`src/rtl/decoder_scan_ctrl.sv`:
```
// Select-code sequencer for a one-hot decoder: steps A_out through up, down,
// ping-pong or single-sweep patterns, holding each index for div+1 cycles.
module decoder_scan_ctrl #(
  parameter int WIDTH_OUT = 3,
  parameter int DIV_W     = 8
) (
  input  logic                 clk_in,
  input  logic                 rst_n_in,
  input  logic                 start_in,
  input  logic                 stop_in,
  input  logic [1:0]           mode_in,
  input  logic [DIV_W-1:0]     div_in,
  output logic [WIDTH_OUT-1:0] A_out,
  output logic                 valid_out,
  output logic                 busy_out,
  output logic                 done_out,
  output logic                 wrap_out
);

  localparam logic [WIDTH_OUT-1:0] ZERO_IDX = {WIDTH_OUT{1'b0}};
  localparam logic [WIDTH_OUT-1:0] ONE_IDX  = {{(WIDTH_OUT-1){1'b0}}, 1'b1};
  localparam logic [WIDTH_OUT-1:0] MAX_IDX  = {WIDTH_OUT{1'b1}};
  localparam logic [DIV_W-1:0]     ZERO_DIV = {DIV_W{1'b0}};
  localparam logic [DIV_W-1:0]     ONE_DIV  = {{(DIV_W-1){1'b0}}, 1'b1};

  typedef enum logic {IDLE = 1'b0, RUN = 1'b1} state_t;
  typedef enum logic [1:0] {
    MODE_UP    = 2'b00,
    MODE_DOWN  = 2'b01,
    MODE_PING  = 2'b10,
    MODE_SWEEP = 2'b11
  } mode_t;

  state_t               state_r;
  mode_t                mode_r;
  logic [DIV_W-1:0]     div_r;
  logic [DIV_W-1:0]     presc_r;
  logic                 dir_up_r;

  logic                 start_go_s;
  logic [WIDTH_OUT-1:0] init_idx_s;
  logic [WIDTH_OUT-1:0] step_idx_s;
  logic                 step_dir_up_s;
  logic                 step_wrap_s;
  logic                 step_done_s;

  assign start_go_s = start_in & ~stop_in;
  assign init_idx_s = (mode_in == MODE_DOWN) ? MAX_IDX : ZERO_IDX;

  // Next index, direction and event flags for the step due when the dwell expires
  always_comb begin
    step_idx_s    = A_out;
    step_dir_up_s = dir_up_r;
    step_wrap_s   = 1'b0;
    step_done_s   = 1'b0;
    case (mode_r)
      MODE_UP: begin
        step_idx_s  = A_out + ONE_IDX;
        step_wrap_s = (A_out == MAX_IDX);
      end
      MODE_DOWN: begin
        step_idx_s  = A_out - ONE_IDX;
        step_wrap_s = (A_out == ZERO_IDX);
      end
      MODE_PING: begin
        // Endpoints are shown once; the reversal step is the wrap event
        if (dir_up_r) begin
          if (A_out == MAX_IDX) begin
            step_idx_s    = MAX_IDX - ONE_IDX;
            step_dir_up_s = 1'b0;
            step_wrap_s   = 1'b1;
          end else begin
            step_idx_s = A_out + ONE_IDX;
          end
        end else begin
          if (A_out == ZERO_IDX) begin
            step_idx_s    = ONE_IDX;
            step_dir_up_s = 1'b1;
            step_wrap_s   = 1'b1;
          end else begin
            step_idx_s = A_out - ONE_IDX;
          end
        end
      end
      MODE_SWEEP: begin
        if (A_out == MAX_IDX) begin
          step_done_s = 1'b1;
        end else begin
          step_idx_s = A_out + ONE_IDX;
        end
      end
      default: begin
        step_idx_s = A_out;
      end
    endcase
  end

  // Scan state machine with registered select code and status outputs
  always_ff @(posedge clk_in) begin
    if (!rst_n_in) begin
      state_r   <= IDLE;
      mode_r    <= MODE_UP;
      div_r     <= ZERO_DIV;
      presc_r   <= ZERO_DIV;
      dir_up_r  <= 1'b1;
      A_out     <= ZERO_IDX;
      valid_out <= 1'b0;
      busy_out  <= 1'b0;
      done_out  <= 1'b0;
      wrap_out  <= 1'b0;
    end else begin
      done_out <= 1'b0;
      wrap_out <= 1'b0;
      if (start_go_s) begin
        // Start from IDLE and restart from RUN share one load path
        state_r   <= RUN;
        mode_r    <= mode_t'(mode_in);
        div_r     <= div_in;
        presc_r   <= ZERO_DIV;
        dir_up_r  <= (mode_in != MODE_DOWN);
        A_out     <= init_idx_s;
        valid_out <= 1'b1;
        busy_out  <= 1'b1;
      end else begin
        case (state_r)
          IDLE: begin
            presc_r <= ZERO_DIV;
          end
          RUN: begin
            if (stop_in) begin
              state_r   <= IDLE;
              valid_out <= 1'b0;
              busy_out  <= 1'b0;
            end else if (presc_r == div_r) begin
              presc_r  <= ZERO_DIV;
              A_out    <= step_idx_s;
              dir_up_r <= step_dir_up_s;
              wrap_out <= step_wrap_s;
              if (step_done_s) begin
                state_r   <= IDLE;
                valid_out <= 1'b0;
                busy_out  <= 1'b0;
                done_out  <= 1'b1;
              end
            end else begin
              presc_r <= presc_r + ONE_DIV;
            end
          end
          default: begin
            state_r   <= IDLE;
            valid_out <= 1'b0;
            busy_out  <= 1'b0;
          end
        endcase
      end
    end
  end

endmodule

```
`config.mk`:
```
export PLATFORM = sky130hd
export DESIGN_NAME = decoder_scan_ctrl
export DESIGN_NICKNAME = d
export VERILOG_FILES = /design/src/rtl/decoder_scan_ctrl.sv
export SDC_FILE = /design/constraint.sdc
export NUM_CORES = 1
export LEC_CHECK = 0
export ABC_AREA = 1
export BUFFER_PORTS_ARGS = -buffer_cell sky130_fd_sc_hd__buf_4
export CAP_MARGIN = 15
export CELL_PAD_IN_SITES_DETAIL_PLACEMENT = 1
export CELL_PAD_IN_SITES_GLOBAL_PLACEMENT = 2
export CORE_AREA = 5 5 101 56
export CTS_BUF_LIST = sky130_fd_sc_hd__clkbuf_16
export DETAILED_ROUTE_END_ITERATION = 16
export DIE_AREA = 0 0 106 61
export HOLD_SLACK_MARGIN = 0.08
export PLACE_DENSITY_LB_ADDON = 0.1
export SYNTH_ARGS = -nofsm -noshare
export SYNTH_HDL_FRONTEND = slang
export SYNTH_SLANG_ARGS = --single-unit
```
`constraint.sdc`:
```
create_clock -name clk_in -period 4.2 [get_ports clk_in]
set_input_delay 0.63 -clock clk_in [delete_from_list [all_inputs] [get_ports clk_in]]
set_output_delay 0.63 -clock clk_in [all_outputs]
set_load 0.02 [all_outputs]
```
# --- Word-level counts from Yosys, hierarchy flattened ---
# Cells that the tools add are included.
word_totals:
  wordCells: 75
  output_inout_bits: 7
  inputBits: 14
  regBits: 26
op_classes:
  n_addsub: 3
  bitwise: 5
  muxes: 36
  eq_ne: 10
  reduce_logical: 12
ops:
  columns: ["cell", "n"]
  rows:
  - ["2-to-1 mux 3 bit", 9]
  - ["2-to-1 mux 1 bit", 22]
  - ["2-to-1 mux 8 bit", 2]
  - ["one-hot mux 8 bit (2 select lines)", 1]
  - ["one-hot mux 3 bit (4 select lines)", 1]
  - ["adder 8 x 1 -> 8 bit, second input constant", 1]
  - ["== test 8 bit", 1]
  - ["AND reduction 4 bit", 2]
  - ["nonzero test 2 bit", 3]
  - ["nonzero test 3 bit", 2]
  - ["OR reduction 5 bit", 1]
  - ["== test 2 x 1 -> 1 bit, second input constant", 2]
  - ["== test 2 bit, second input constant", 2]
  - ["inequality test 2 x 1 -> 1 bit, second input constant", 2]
  - ["inverter 1 bit", 4]
  - ["adder 3 x 1 -> 3 bit, second input constant", 1]
  - ["== test 3 bit, second input constant", 1]
  - ["zero test 3 bit", 1]
  - ["inequality test 3 bit, second input constant", 1]
  - ["one-hot mux 1 bit (3 select lines)", 1]
  - ["AND reduction 3 bit", 1]
  - ["subtractor 3 x 1 -> 3 bit, second input constant", 1]
  - ["zero test 2 bit", 1]
  - ["inequality test 2 bit, second input constant", 1]
  - ["2 further kinds", 2]

# --- Logic depth before layout (Yosys ltp) ---
logic_depth:
  depth_word: 8
  depth_mapped: 11
  mapped_depth_nobuf: 11

# --- Worst setup path after synthesis ---
# OpenSTA, ideal clock, no wires.
synth_timing:
  path_kind: "register to register"
  startpoint: "register A_out[0]"
  endpoint: "register A_out[2]"
  stages_incl_launch_ff: 10
  t_required_ns: 4.087
  setup_slack_ns: 2.490
  period_less_slack_ns: 1.710
  arrival_time_ns: 1.598
  setup_time_ns: 0.113
  n_path_buf: 0
  cell_sequence: "dfxtp_1 inv_1 ha_1 ha_1 inv_1 a21oi_1 o21ai_0 a31o_2 nor2_1 nor2_1"
synth_via:
  elab_chain_len: 8
  word_cells_on_any_way: 15
  cone_classes: "add/sub: 2; eq/ne: 2; mux: 9; reduce/logical: 2"
synth_lines:
  columns: ["element", "line", "source"]
  rows:
  - ["start: declaration", "13", "output logic [WIDTH_OUT-1:0] A_out,"]
  - ["start signal: assignment", "121", "A_out <= init_idx_s;"]
  - ["start signal: assignment", "136", "A_out <= step_idx_s;"]
  - ["subtractor 3 x 1 -> 3 bit, or another cell as far along", "62, 81", null]
  - ["2-to-1 mux 3 bit (on tied branches)", "76, 68", null]
  - ["2-to-1 mux 3 bit", "67", "if (dir_up_r) begin"]
  - ["one-hot mux 3 bit (4 select lines)", "56", "case (mode_r)"]
  - ["2-to-1 mux 3 bit", "134", "end else if (presc_r == div_r) begin"]
  - ["2-to-1 mux 3 bit", "130", "if (stop_in) begin"]
  - ["2-to-1 mux 3 bit", "125", "case (state_r)"]
  - ["2-to-1 mux 3 bit", "114", "if (start_go_s) begin"]
# Several ways; a longest one is shown, not always the timed one. The select of a mux whose other input is x is not followed.
# A chain may end at the register's enable or synchronous reset.

# --- Final worst setup path ---
# Ends and elaborated chain as after synthesis.

==> flow_summary.toml <==
[clock_network]
cts_tree = "built"
clock_latency_ns = 0.26
h-tree-depth = 1
ctsHoldBuffers = 0
numCtsBuffers = 3
cts_sinks = 26
cts_root_buffer = "clkbuf_16"
post-cts-setup-buffer-count = 0
cts_resized = 0
cts.clk_slew.worst_paths_ns = 0.07
cts_buffer_depth = 2

[logic_synthesis]
synth_fp_nets = 244
syn_area_um2 = 1533
netlist-cell-type-count = 24
synth_area_leader_cell = "dfxtp_1"
synth-seq-area-share = 0.3396
synth_area_leaders = "dfxtp_1 (34%), nand2_1 (12%), ha_1 (9.8%), nor2_1 (6.4%), inv_1 (5.9%)"
yosysWarningCount = 0
synth-seq-cells = 26
synthCells = 218
synth.avg_cell_area_um2 = 7.031
synth_top_cell_area_share = 0.3396

[sta]
grt_setup_unrepaired = "false"
worst_slew_pin_slew_ns = 0.2798
slew_headroom = 0.8115
hold_viol_final = 0
fin_ws_ns = 2.325
finalSetupViolations = 0
fin_skew_ns = 0.002931
post-route-min-period_ns = 1.875
tns_ns = 0
max_freq_ghz = 0.5333
report.final.slew_viol_count = 0
period_share = 0.4464

[global_route]
track_usage = 0.1433
antenna_found_initial = 0
grt_pass1_wl_um = 7113
grt_pass1_vias = 1420
overflow = 0
grt_max_degree = 24

[pwr]
ir_worst_vdd_mv = 0.1414
p_per_area_nw_per_um2 = 331.3
finalPower_mw = 0.6002
power.leakage_nw = 0.8604

[die]
die_w_um = 106
initial_core_util = 0.3272
core_um2 = 4684
dieArea_um2 = 6466
dieHeight_um = 61
io_pins = 21
rows = 18

[placement]
place_ws_ns = 2.305
hpwlAfterDp_um = 3516
gp_congestion = 0.7652
io_buffers = 20

[flow_run]
max-cap-violations = 0

[worst_setup_path]
worstSetupEndpointType = "flip-flop"
cp.arrival_ns = 2.04
critPathKind = "flip-flop to flip-flop"
timing.rr.start = "A_out[0]"
cp.required_ns = 4.36
critical_path.startpoint = "A_out[0]"
cp-start-kind = "flip-flop"
reg2reg_slack_ns = 2.32
crit_fanout = 5

[cells_and_area]
layout.nets = 265
drive_gt1_frac = 0.1849
fillers = 594
area_growth_pct = 18.20
n_antenna_cell = 0

[detailed_routing]
wl_um = 4309
viasPerCell = 4.661
drc = 0
first_pass_iters = 4
drt_iter0_drc = 45
vias = 1389
final_antenna_net_count = 0
detail_route.wl_per_cell_um = 14.46

[min_path]
hp-start = "div_r[4]"
hold_class = "flip-flop to flip-flop"

[status]
run_status = "finished, final reports clean"
## sequential cells by signal, summed over array words and instances, names as in the netlist
name and cells:
A_out 3, busy_out 1, dir_up_r 1, div_r 8
done_out 1, mode_r 2, presc_r 8, state_r 1
wrap_out 1
## area by class of cell
class                           instances  area (um^2)  share of cell area
Timing Repair Buffer                   20        150.1             0.08287
Sequential cell                        26        520.5              0.2873
Tap cell                               60        75.07             0.04144
Inverter                               27        101.3             0.05594
Clock inverter                          1        3.754            0.002072
Clock buffer                            3        75.07             0.04144
Multi-Input combinational cell        161        885.9              0.4889
## cells by family (layout without fill, tap and decap cells)
group	after synthesis	after routing	share of synthesized area
XOR/XNOR	8	8	0.04572
flip-flops	26	26	0.3396
buffers and inverters	31	51	0.08245
adder cells (fa/ha/maj)	12	12	0.09796
AO/OA/AOI/OAI	36	36	0.1273
AND/OR/NAND/NOR	105	105	0.3069
## final timing paths
path | to | cells after the start
max | A_out[2] | 9
min | div_r[4] | 2
max reg2reg | A_out[2] | 9
min reg2reg | div_r[4] | 2
## stage by stage
step / utilization / instance area, um^2 / std cells / hold slack [ns]
2_1_floorplan: - / 1533 / 218 / 0.4433
3_3_place_gp: 0.3699 / 1733 / 294 / 0.4617
3_5_place_dp: 0.3699 / 1733 / 294 / 0.4740
4_1_cts: 0.3868 / 1812 / 298 / 0.4864
5_1_grt: 0.3868 / 1812 / 298 / 0.5051
6_report: 0.3868 / 1812 / 298 / 0.4815
## cells in the mapped netlist
cell,number
nand2_1,50
o22ai_1,1
nand4_1,1
nor2_2,4
xnor2_1,7
buf_4,2
a21oi_1,15
a31o_2,2
inv_1,24
nand2_4,2
a31oi_1,2
nor3b_2,1
o21ai_0,15
inv_2,3
buf_2,2
nor3_2,1
a21o_2,1
nand3_1,13
xor2_1,1
nand2_2,5
dfxtp_1,26
or2_2,2
nor2_1,26
ha_1,12
## cells in the final DEF (no fill, tap or decap), types with 4 or more instances in the layout
cell type / n
ha_1: 12
buf_4: 20
nand2_1: 50
nor2_2: 4
xnor2_1: 7
inv_1: 24
nand3_1: 13
nor2_1: 26
o21ai_0: 15
a21oi_1: 15
dfxtp_1: 26
nand2_2: 5
## layer usage
metal / share of wire / vias to the layer above / GRT usage
met3: 0.041 / 4 / 0.03188
met1: 0.57 / 628 / 0.2099
met5: 0 / - / 0
met2: 0.38 / 26 / 0.2101
li1: - / 731 / -
met4: 0.0093 / 0 / 0.04428
## where the power goes
part / total (mW) / internal, mW / switching (mW) / leakage, nW
clock: 0.219 / 0.128 / 0.0914 / 0.0385
sequential: 0.268 / 0.257 / 0.0110 / 0.213
combinational: 0.113 / 0.0453 / 0.0674 / 0.609
total: 0.600 / 0.430 / 0.170 / 0.860
## critical path, cell delays in order, from the launching register on
cell and delay, ns:
dfxtp_1 0.44, inv_1 0.12, ha_1 0.25, ha_1 0.29
inv_1 0.04, a21oi_1 0.11, o21ai_0 0.14, a31o_2 0.23
nor2_1 0.10, nor2_1 0.05
Note: power is estimated with default switching activity, not from simulation.
